[src/rtl/proc_pkg.sv]
// proc_pkg: shared definitions for the host-side processor sequencer.
//   - processor status pin encodings (RUN / LOAD / HOLD)
//   - sequencer FSM state type
//   - default data-memory address/data widths
package proc_pkg;

  localparam int ADDR_W_DEF = 16;
  localparam int DATA_W_DEF = 8;

  // Processor mode pins. HOLD makes the core drop dm_en, so no DM write can occur.
  localparam logic [1:0] ST_RUN  = 2'b01;
  localparam logic [1:0] ST_LOAD = 2'b10;
  localparam logic [1:0] ST_HOLD = 2'b11;

  typedef enum logic [2:0] {
    S_IDLE  = 3'd0,
    S_LOAD  = 3'd1,
    S_RUN   = 3'd2,
    S_RADDR = 3'd3,
    S_RWAIT = 3'd4,
    S_ROUT  = 3'd5,
    S_DONE  = 3'd6
  } state_e;

endpackage

[src/rtl/proc_host_ctrl_if.sv]
// proc_host_ctrl_if: pin bundle between the host sequencer and the processor.
//   status       host -> core  processor mode (01 RUN, 10 LOAD, 11 HOLD)
//   data_in      host -> core  byte written to DM in LOAD
//   data_addr_in host -> core  DM address for LOAD / READ
//   end_process  core -> host  program-complete flag
//   dm_out       core -> host  DM read data
// Modports: master = host sequencer side, slave = processor side.
interface proc_host_ctrl_if
  import proc_pkg::*;
#(
  parameter int ADDR_W = ADDR_W_DEF,
  parameter int DATA_W = DATA_W_DEF
);

  logic [1:0]        status;
  logic [DATA_W-1:0] data_in;
  logic [ADDR_W-1:0] data_addr_in;
  logic              end_process;
  logic [DATA_W-1:0] dm_out;

  modport master (
    output status,
    output data_in,
    output data_addr_in,
    input  end_process,
    input  dm_out
  );

  modport slave (
    input  status,
    input  data_in,
    input  data_addr_in,
    output end_process,
    output dm_out
  );

endinterface

[src/rtl/hostctl_rdpipe.sv]
// hostctl_rdpipe: RD_LAT-deep valid shift register. A launch pulse in the cycle
// the read address is on the pins re-emerges as strobe_o exactly RD_LAT cycles
// later, which is the cycle dm_out carries the addressed byte.
//   clk, rst   clock / synchronous active-high reset
//   launch_i   read address presented this cycle
//   strobe_o   dm_out valid this cycle
module hostctl_rdpipe #(
  parameter int RD_LAT = 2
) (
  input  logic clk,
  input  logic rst,
  input  logic launch_i,
  output logic strobe_o
);

  logic [RD_LAT-1:0] pipe_q;
  logic [RD_LAT-1:0] pipe_d;

  // Next-state of the shift register: launch enters at bit 0.
  always_comb begin
    pipe_d    = pipe_q;
    pipe_d[0] = launch_i;
    for (int i = 1; i < RD_LAT; i++) begin
      pipe_d[i] = pipe_q[i-1];
    end
  end

  // Shift register state.
  always_ff @(posedge clk) begin
    if (rst) begin
      pipe_q <= {RD_LAT{1'b0}};
    end else begin
      pipe_q <= pipe_d;
    end
  end

  assign strobe_o = pipe_q[RD_LAT-1];

endmodule

[src/rtl/proc_host_ctrl.sv]
// proc_host_ctrl: host sequencer in front of the processor.
// Loads a byte stream into DM (status LOAD), releases the core (RUN), waits for
// a rising end_process (or watchdog expiry), then streams a DM window back out.
//   clk, rst                     clock / synchronous active-high reset
//   start_i, ld_len_i,
//   rd_base_i, rd_len_i          job request, sampled on an accepted start
//   in_valid_i/in_data_i/in_ready_o     load byte stream
//   out_valid_o/out_data_o/out_ready_i  readback byte stream
//   busy_o, done_o, err_o        job status (err is a sticky timeout flag)
//   proc_if                      processor pins (master side)
module proc_host_ctrl
  import proc_pkg::*;
#(
  parameter int ADDR_W      = ADDR_W_DEF,
  parameter int DATA_W      = DATA_W_DEF,
  parameter int RD_LAT      = 2,
  parameter int RUN_TIMEOUT = 0
) (
  input  logic              clk,
  input  logic              rst,
  input  logic              start_i,
  input  logic [ADDR_W-1:0] ld_len_i,
  input  logic [ADDR_W-1:0] rd_base_i,
  input  logic [ADDR_W-1:0] rd_len_i,
  input  logic              in_valid_i,
  input  logic [DATA_W-1:0] in_data_i,
  output logic              in_ready_o,
  output logic              out_valid_o,
  output logic [DATA_W-1:0] out_data_o,
  input  logic              out_ready_i,
  output logic              busy_o,
  output logic              done_o,
  output logic              err_o,
  proc_host_ctrl_if.master  proc_if
);

  localparam logic [ADDR_W-1:0] ZERO_A  = {ADDR_W{1'b0}};
  localparam logic [ADDR_W-1:0] ONE_A   = {{(ADDR_W-1){1'b0}}, 1'b1};
  localparam logic [31:0]       TO_LAST = RUN_TIMEOUT - 1;

  state_e            state_q;
  logic [ADDR_W-1:0] ld_len_q;
  logic [ADDR_W-1:0] rd_len_q;
  logic [ADDR_W-1:0] ld_cnt_q;   // load count, doubles as the load address (both start at 0)
  logic [ADDR_W-1:0] rd_addr_q;
  logic [ADDR_W-1:0] rd_cnt_q;
  logic [31:0]       run_cnt_q;
  logic              end_prev_q;
  logic [1:0]        status_q;
  logic [DATA_W-1:0] data_in_q;
  logic [ADDR_W-1:0] data_addr_q;
  logic              in_ready_q;
  logic              out_valid_q;
  logic [DATA_W-1:0] out_data_q;
  logic              busy_q;
  logic              done_q;
  logic              err_q;

  logic rd_launch_s;
  logic rd_strobe_s;
  logic end_rise_s;
  logic in_fire_s;
  logic out_fire_s;
  logic wd_hit_s;

  assign rd_launch_s = (state_q == S_RADDR);
  // Only a fresh rising edge ends RUN; a level left high by a previous job is ignored.
  assign end_rise_s  = proc_if.end_process & ~end_prev_q;
  assign in_fire_s   = in_valid_i & in_ready_q;
  assign out_fire_s  = out_valid_q & out_ready_i;
  assign wd_hit_s    = (RUN_TIMEOUT != 0) && (run_cnt_q == TO_LAST);

  hostctl_rdpipe #(.RD_LAT(RD_LAT)) u_rdpipe (
    .clk      (clk),
    .rst      (rst),
    .launch_i (rd_launch_s),
    .strobe_o (rd_strobe_s)
  );

  // Sequencer FSM with all counters and registered outputs.
  always_ff @(posedge clk) begin
    if (rst) begin
      state_q     <= S_IDLE;
      ld_len_q    <= ZERO_A;
      rd_len_q    <= ZERO_A;
      ld_cnt_q    <= ZERO_A;
      rd_addr_q   <= ZERO_A;
      rd_cnt_q    <= ZERO_A;
      run_cnt_q   <= 32'd0;
      end_prev_q  <= 1'b0;
      status_q    <= ST_HOLD;
      data_in_q   <= {DATA_W{1'b0}};
      data_addr_q <= ZERO_A;
      in_ready_q  <= 1'b0;
      out_valid_q <= 1'b0;
      out_data_q  <= {DATA_W{1'b0}};
      busy_q      <= 1'b0;
      done_q      <= 1'b0;
      err_q       <= 1'b0;
    end else begin
      end_prev_q <= proc_if.end_process;
      done_q     <= 1'b0;
      case (state_q)
        S_IDLE: begin
          status_q <= ST_HOLD;
          if (start_i) begin
            ld_len_q  <= ld_len_i;
            rd_len_q  <= rd_len_i;
            rd_addr_q <= rd_base_i;
            ld_cnt_q  <= ZERO_A;
            rd_cnt_q  <= ZERO_A;
            run_cnt_q <= 32'd0;
            err_q     <= 1'b0;
            busy_q    <= 1'b1;
            if (ld_len_i != ZERO_A) begin
              state_q    <= S_LOAD;
              in_ready_q <= 1'b1;
            end else begin
              state_q  <= S_RUN;
              status_q <= ST_RUN;
            end
          end
        end
        S_LOAD: begin
          if (in_fire_s) begin
            // Issue the accepted byte as a DM write on the next cycle.
            status_q    <= ST_LOAD;
            data_in_q   <= in_data_i;
            data_addr_q <= ld_cnt_q;
            ld_cnt_q    <= ld_cnt_q + ONE_A;
            if (ld_cnt_q == ld_len_q - ONE_A) begin
              in_ready_q <= 1'b0;
            end
          end else if (!in_ready_q) begin
            // in_ready is low only during the final-issue cycle.
            state_q  <= S_RUN;
            status_q <= ST_RUN;
          end else begin
            status_q <= ST_HOLD;
          end
        end
        S_RUN: begin
          run_cnt_q <= run_cnt_q + 32'd1;
          if (end_rise_s) begin
            status_q <= ST_HOLD;
            if (rd_len_q != ZERO_A) begin
              state_q     <= S_RADDR;
              data_addr_q <= rd_addr_q;
            end else begin
              state_q <= S_DONE;
              done_q  <= 1'b1;
            end
          end else if (wd_hit_s) begin
            status_q <= ST_HOLD;
            err_q    <= 1'b1;
            state_q  <= S_DONE;
            done_q   <= 1'b1;
          end else begin
            status_q <= ST_RUN;
          end
        end
        S_RADDR: begin
          status_q <= ST_HOLD;
          state_q  <= S_RWAIT;
        end
        S_RWAIT: begin
          status_q <= ST_HOLD;
          if (rd_strobe_s) begin
            out_data_q  <= proc_if.dm_out;
            out_valid_q <= 1'b1;
            state_q     <= S_ROUT;
          end
        end
        S_ROUT: begin
          status_q <= ST_HOLD;
          if (out_fire_s) begin
            out_valid_q <= 1'b0;
            rd_addr_q   <= rd_addr_q + ONE_A;
            rd_cnt_q    <= rd_cnt_q + ONE_A;
            if (rd_cnt_q == rd_len_q - ONE_A) begin
              state_q <= S_DONE;
              done_q  <= 1'b1;
            end else begin
              state_q     <= S_RADDR;
              data_addr_q <= rd_addr_q + ONE_A;
            end
          end
        end
        S_DONE: begin
          // start is deliberately not looked at here.
          status_q <= ST_HOLD;
          busy_q   <= 1'b0;
          state_q  <= S_IDLE;
        end
        default: begin
          status_q    <= ST_HOLD;
          in_ready_q  <= 1'b0;
          out_valid_q <= 1'b0;
          busy_q      <= 1'b0;
          state_q     <= S_IDLE;
        end
      endcase
    end
  end

  assign in_ready_o           = in_ready_q;
  assign out_valid_o          = out_valid_q;
  assign out_data_o           = out_data_q;
  assign busy_o               = busy_q;
  assign done_o               = done_q;
  assign err_o                = err_q;
  assign proc_if.status       = status_q;
  assign proc_if.data_in      = data_in_q;
  assign proc_if.data_addr_in = data_addr_q;

endmodule

[src/flat_wrapper.sv]
// flat-port wrapper written by rule: the top's interface ports become plain ports
module proc_host_ctrl_flat import proc_pkg::*;
#(
  parameter int ADDR_W      = ADDR_W_DEF,
  parameter int DATA_W      = DATA_W_DEF,
  parameter int RD_LAT      = 2,
  parameter int RUN_TIMEOUT = 0
)
  (clk, rst, start_i, ld_len_i, rd_base_i, rd_len_i, in_valid_i, in_data_i, in_ready_o, out_valid_o, out_data_o, out_ready_i, busy_o, done_o, err_o, proc_if_status, proc_if_data_in, proc_if_data_addr_in, proc_if_end_process, proc_if_dm_out);
  proc_host_ctrl_if #(.ADDR_W(ADDR_W), .DATA_W(DATA_W)) proc_if_i ();
  input  logic clk;
  input  logic rst;
  input  logic start_i;
  input  logic [ADDR_W-1:0] ld_len_i;
  input  logic [ADDR_W-1:0] rd_base_i;
  input  logic [ADDR_W-1:0] rd_len_i;
  input  logic in_valid_i;
  input  logic [DATA_W-1:0] in_data_i;
  output logic in_ready_o;
  output logic out_valid_o;
  output logic [DATA_W-1:0] out_data_o;
  input  logic out_ready_i;
  output logic busy_o;
  output logic done_o;
  output logic err_o;
  output wire logic [$bits(proc_if_i.status)-1:0] proc_if_status;
  output wire logic [$bits(proc_if_i.data_in)-1:0] proc_if_data_in;
  output wire logic [$bits(proc_if_i.data_addr_in)-1:0] proc_if_data_addr_in;
  input wire logic [$bits(proc_if_i.end_process)-1:0] proc_if_end_process;
  input wire logic [$bits(proc_if_i.dm_out)-1:0] proc_if_dm_out;
  assign proc_if_status = proc_if_i.status;
  assign proc_if_data_in = proc_if_i.data_in;
  assign proc_if_data_addr_in = proc_if_i.data_addr_in;
  assign proc_if_i.end_process = proc_if_end_process;
  assign proc_if_i.dm_out = proc_if_dm_out;
  proc_host_ctrl #(.ADDR_W(ADDR_W), .DATA_W(DATA_W), .RD_LAT(RD_LAT), .RUN_TIMEOUT(RUN_TIMEOUT)) u_core (.clk(clk), .rst(rst), .start_i(start_i), .ld_len_i(ld_len_i), .rd_base_i(rd_base_i), .rd_len_i(rd_len_i), .in_valid_i(in_valid_i), .in_data_i(in_data_i), .in_ready_o(in_ready_o), .out_valid_o(out_valid_o), .out_data_o(out_data_o), .out_ready_i(out_ready_i), .busy_o(busy_o), .done_o(done_o), .err_o(err_o), .proc_if(proc_if_i));
endmodule
[config.mk]
export PLATFORM = sky130hd
export DESIGN_NAME = proc_host_ctrl_flat
export DESIGN_NICKNAME = d
export VERILOG_FILES = /design/src/rtl/proc_pkg.sv /design/src/rtl/proc_host_ctrl_if.sv /design/src/rtl/hostctl_rdpipe.sv /design/src/rtl/proc_host_ctrl.sv /design/src/flat_wrapper.sv
export SDC_FILE = /design/constraint.sdc
export NUM_CORES = 1
export LEC_CHECK = 0
export BUFFER_PORTS_ARGS = -buffer_cell sky130_fd_sc_hd__buf_4
export CORE_MARGIN = 2
export CORE_UTILIZATION = 57
export CTS_BUF_LIST = sky130_fd_sc_hd__clkbuf_8 sky130_fd_sc_hd__clkbuf_16
export DETAILED_ROUTE_END_ITERATION = 8
export MAX_ROUTING_LAYER = met4
export PLACE_DENSITY = 0.91
export SKIP_CTS_REPAIR_TIMING = 1
export SLEW_MARGIN = 20
export SYNTH_ARGS = -nofsm -noshare
export SYNTH_HDL_FRONTEND = slang
export SYNTH_SLANG_ARGS = --single-unit
[constraint.sdc]
create_clock -name clk -period 3.58 [get_ports clk]
set_clock_uncertainty 0.2 [all_clocks]
set_input_delay 0.358 -clock clk [delete_from_list [all_inputs] [get_ports clk]]
set_output_delay 0.358 -clock clk [all_outputs]
set_load 0.03 [all_outputs]
# Yosys cells after proc, flatten, opt, wreduce, memory -nomap -nowiden
# Cells that the tools add are included.
[word_totals]
reg_bits = 124
in_bits = 70
out_inout_bits = 39
elab_cells = 111
[op_classes]
n_addsub = 5
eq_ne = 19
muxes = 45
bitwise_logic = 7
reduce_logical = 19
[op_table]
columns = ["cell", "count"]
rows = [
  ["16-bit 2-to-1 mux", 10],
  ["16-bit case mux with 2 select lines", 3],
  ["16-bit by 1-bit adder with 16-bit output, second input constant", 3],
  ["16-bit case mux with 3 select lines", 1],
  ["16-bit equality test", 2],
  ["16-bit nonzero test", 2],
  ["16-bit by 1-bit subtractor with 16-bit output, second input constant", 2],
  ["3-bit 2-to-1 mux", 8],
  ["3-bit case mux with 6 select lines", 1],
  ["5-bit OR reduction", 3],
  ["2-bit 2-to-1 mux", 6],
  ["2-bit by 1-bit != test with 1-bit output, second input constant", 6],
  ["6-bit AND reduction", 2],
  ["1-bit 2-to-1 mux", 11],
  ["2-bit != test, second input constant", 5],
  ["3-bit equality test, second input constant", 3],
  ["3-bit AND reduction", 3],
  ["2-bit AND reduction", 4],
  ["3-bit by 2-bit equality test with 1-bit output, second input constant", 2],
  ["1-bit case mux with 3 select lines", 2],
  ["2-bit case mux with 3 select lines", 1],
  ["5-bit AND reduction", 1],
  ["1-bit inverter", 4],
  ["1-bit case mux with 2 select lines", 2],
  ["other kinds (5)", 8],
]

# Logic depth before layout (Yosys ltp)
[depth]
ltp_word = 5
depth_mapped = 11
mapped_depth_nobuf = 9

# By module
# From an unflattened synthesis, not the netlist that was laid out.
[unflattened]
cells_unflattened = 903
hier_area_um2 = 6845.3
[modules_own_cells]
columns = ["module", "instances", "cells_each", "area_each_um2", "seq_area_each_um2"]
rows = [
  ["proc_host_ctrl", 1, 899, 6792.8, 2442.3],
  ["hostctl_rdpipe", 1, 4, 52.6, 40.0],
]

# Least setup slack after synthesis
# No wires, ideal clock.
[synth_timing]
path_kind = "reg-to-reg"
startpoint = "register u_core.rd_len_q[0]"
endpoint = "register u_core.data_addr_q[10], in the netlist u_core.proc_if.data_addr_in[10]"
setup_ns = 0.080
arrival_time_ns = 2.369
required_ns = 3.300
path_slack_ns = 0.931
stages_incl_launch_ff = 12
path_buffers = 2
synth_period_minus_slack_ns = 2.649
path_cell_list = "dfxtp_1 > inv_1 > ha_1 > nor3b_4 > a31oi_1 > and4bb_4 > nor4_4 > nand4_4 > and2_4 > buf_6 > buf_6 > a211oi_2"
[synth_via]
elab_chain_cells = 4
word_cells_on_any_way = 6
classes_between = "add/sub: 1; eq/ne: 3; reduce/logical: 2"
[synth_lines]
columns = ["item", "line_no", "source"]
rows = [
  ["start: declaration", "proc_host_ctrl.sv:43", "logic [ADDR_W-1:0] rd_len_q;"],
  ["start signal: assignment", "proc_host_ctrl.sv:108", "rd_len_q <= rd_len_i;"],
  ["16-bit by 1-bit subtractor with 16-bit output", "proc_host_ctrl.sv:180", "if (rd_cnt_q == rd_len_q - ONE_A) begin"],
  ["16-bit equality test", "proc_host_ctrl.sv:180", ""],
  ["2-bit != test (no line)", "n/a", ""],
  ["6-bit AND reduction (no line) (*)", "n/a", ""],
  ["end signal: assignment", "proc_host_ctrl.sv:129", "data_addr_q <= ld_cnt_q;"],
  ["end signal: assignment", "proc_host_ctrl.sv:148", "data_addr_q <= rd_addr_q;"],
  ["end signal: assignment", "proc_host_ctrl.sv:185", "data_addr_q <= rd_addr_q + ONE_A;"],
  ["end: declaration", "proc_host_ctrl.sv:51", "logic [ADDR_W-1:0] data_addr_q;"],
]
# Mark *: on every way between the ends. The rest lies on a longest branch, timed or not.
# A chain may end at the register's enable or synchronous reset.

# Worst setup path after layout
[layout_timing]
startpoint = "register u_core.rd_len_q[0]"
endpoint = "register u_core.data_addr_q[15], in the netlist u_core.proc_if.data_addr_in[15]"
# The elaborated chain is that of the path after synthesis.

==> impl_metrics.ini <==
[run_status]
outcome = complete, but fails checks
failed_checks = DRC, hold timing

[critical_path]
start_kind = flop
timing.critical_path.arrival_ns = 3.10
cp.required_ns = 3.71
crit_fanout = 17
critPathCaptureType = flop
crit_type = reg2reg

[clock_network]
numCtsBuffers = 17
cts-root-buf = clkbuf_16
tritoncts = yes
max-clock-path-buffers = 2
cts_htree_levels = 4
clkTransAtPathRegs_ns = 0.06
insertion_delay_ns = 0.42
cts_sinks = 124

[min_path]
min_path_type = in2reg

[place]
hpwlAfterDp_um = 12850
place_inst = 1059
gp_congestion = 0.9956
portBuffers = 107
dp_slack_ns = 0.4258
dpl_cell_area_mm2 = 0.007586

[synthesis]
synth_xor_area_share_pct = 8.676
synthSimpleGateAreaFrac_pct = 27.71
netlist_area_mm2 = 0.006764
synthMostInstantiatedCell = dfxtp_1
synthesis.nets = 929
synth.area.top_cells = dfxtp_1 (37%), a21oi_1 (7.6%), nand2_1 (6.7%)
avgSynthCellArea_um2 = 7.920
seq_area_frac_synth_pct = 36.70
synth_common_cells = dfxtp_1 (124), nand2_1 (121), a21oi_1 (103)
synth_top_area_share_pct = 36.70
ys_ff_latch = 124
ys_warn_count = 0
synth_compound_area_share_pct = 20.11
synthCells = 854
synth.distinct_cells = 71
ys.flop_type = dfxtp_1
synth_edf_count = 0
synthArstFlopShare_pct = 0
synth_fa_ha_area_share_pct = 0.9249
muxShareOfSynthArea_pct = 1.646
synth_area_leader_cell = dfxtp_1
synth_top_family_by_area = simple AND/OR/NAND/NOR gates

[floorplan]
placement_rows = 39
die_w_um = 112.9
start_util_pct = 58.74
ios = 109
fp.dieArea_mm2 = 0.01275
core_area_mm2 = 0.01152
dieHeight_um = 112.9

[timing]
clock.fmax_mhz = 337.7
setup_viol = 0
finalCritPeriodShare_pct = 82.70
hold_slack_ns = -0.02783
tns_ns = 0
rsz0062_at_grt = false
finalMaxSlewViolations = 0
relSlewSlack_pct = 45.58
tightest_slew_ns = 0.8133
fin_ws_ns = 0.6192
finalHoldViolCount = 23
fin_crit_ns = 2.961

[global_routing]
grt_pass1_wl_um = 30040
antenna_found_initial = 0
grt_use_total_pct = 30.00
grt_max_degree = 65
grt_pass1_vias = 6363
grt_overflow = 0

[routing]
antenna_left = 0
first_pass_iters = 8
drtIter0Drc = 663
vias = 6685
drc = 2
wl_per_cell_um = 17.01
routed_wl_um = 18770
viasPerCell = 6.055

[cells_and_area]
num_antenna_cells = 0
regArea_mm2 = 0.002482
fill_cells = 900
multi_input_area_mm2 = 0.004008
drive_gt1_share_pct = 18.31
postLayoutCellArea_mm2 = 0.008300
syn_to_final_growth_pct = 22.72
layoutNonFillerInstCount = 1104
finish.utilization_pct = 72.08
fin_nets = 1023

[flow_run]
max_cap_viol_count = 0

[power_and_ir_drop]
total_power_mw = 5.492
p_per_area_mw_per_mm2 = 661.6
p_leak_nw = 3.245
peakVddDrop_mv = 0.4827
cell families after synthesis:
kind of cell,count (synthesis)
and+or+nand+nor,363
AOI/OAI and AO/OA,216
DFF,124
xor gates and xnor gates,67
buffers and inverters,67
muxes,11
adders and majority gates,5
other,1
cell usage in the layout (no fill, tap or decap), types with 6 or more instances in the layout:
cell           count
a31oi_1            9
a221oi_1          11
nor2b_1            7
buf_4            117
nor2_1            83
dfxtp_1          124
nand2_1          121
a211oi_2           9
inv_1             15
a211oi_1          18
and4_1             7
clkbuf_16         17
nand3_1           32
nand2b_1          11
mux2i_1           10
dlygate4sd3_1     12
a21oi_1          103
xnor2_1           29
and3_1            21
nor3_1            19
nor4_1             6
and2_1             7
xor2_1            38
nand4_1           16
o21ai_0           36
routing by layer:
| layer | vias to the layer above | part of all wire, % | GRT usage [%] |
|---|---|---|---|
| met5 | - | 0 | - |
| met4 | 0 | 3.0 | 13.25 |
| met3 | 53 | 7.5 | 6.642 |
| met2 | 293 | 49 | 50.04 |
| met1 | 3119 | 40 | 34.81 |
| li1 | 3220 | - | - |
power by group:
group | internal, mW | switching (mW)
registers | 1.59 | 0.236
logic | 0.764 | 1.20
clock network | 1.04 | 0.662
worst paths after layout:
kind | start | slack [ns] | end | cells after the start
max | u_core.rd_len_q[0] | 0.62 | u_core.proc_if.data_addr_in[15] | 9
min | proc_if_dm_out[2] | -0.03 | u_core.out_data_o[2] | 3
max reg2reg | u_core.rd_len_q[0] | 0.62 | u_core.proc_if.data_addr_in[15] | 9
min reg2reg | u_core.u_rdpipe.pipe_q[0] | 0.26 | u_core.u_rdpipe.pipe_q[1] | 1
layout make-up:
| class | count | area share, % |
|---|---|---|
| inverters | 13 | 0.5879 |
| well taps | 143 | 2.156 |
| clock inverters | 14 | 1.749 |
| flip-flops and latches | 124 | 29.91 |
| multi-input cells | 663 | 48.28 |
| repair buffers | 129 | 12.03 |
| clock buffers | 18 | 5.291 |
state kept, by name, indices dropped and copies added (netlist names):
| name | count |
|---|---|
| u_core.done_o | 1 |
| u_core.in_ready_o | 1 |
| u_core.out_data_o | 8 |
| u_core.rd_cnt_q | 16 |
| u_core.state_q | 3 |
| u_core.end_prev_q | 1 |
| u_core.rd_addr_q | 16 |
| u_core.u_rdpipe.pipe_q | 2 |
| u_core.proc_if.status | 2 |
| u_core.out_valid_o | 1 |
| u_core.ld_len_q | 16 |
| u_core.proc_if.data_addr_in | 16 |
| u_core.rd_len_q | 16 |
| u_core.ld_cnt_q | 16 |
| u_core.busy_o | 1 |
| u_core.proc_if.data_in | 8 |
critical path: stages (launching register included):
cell	delay [ns]
dfxtp_1	0.37
inv_1	0.09
ha_1	0.22
nor3b_4	0.40
nand3b_1	0.14
xnor2_1	0.18
nor4_2	0.37
nand4_4	0.34
and2_4	0.33
a211oi_1	0.22
Note: power is estimated with default switching activity, not from simulation.
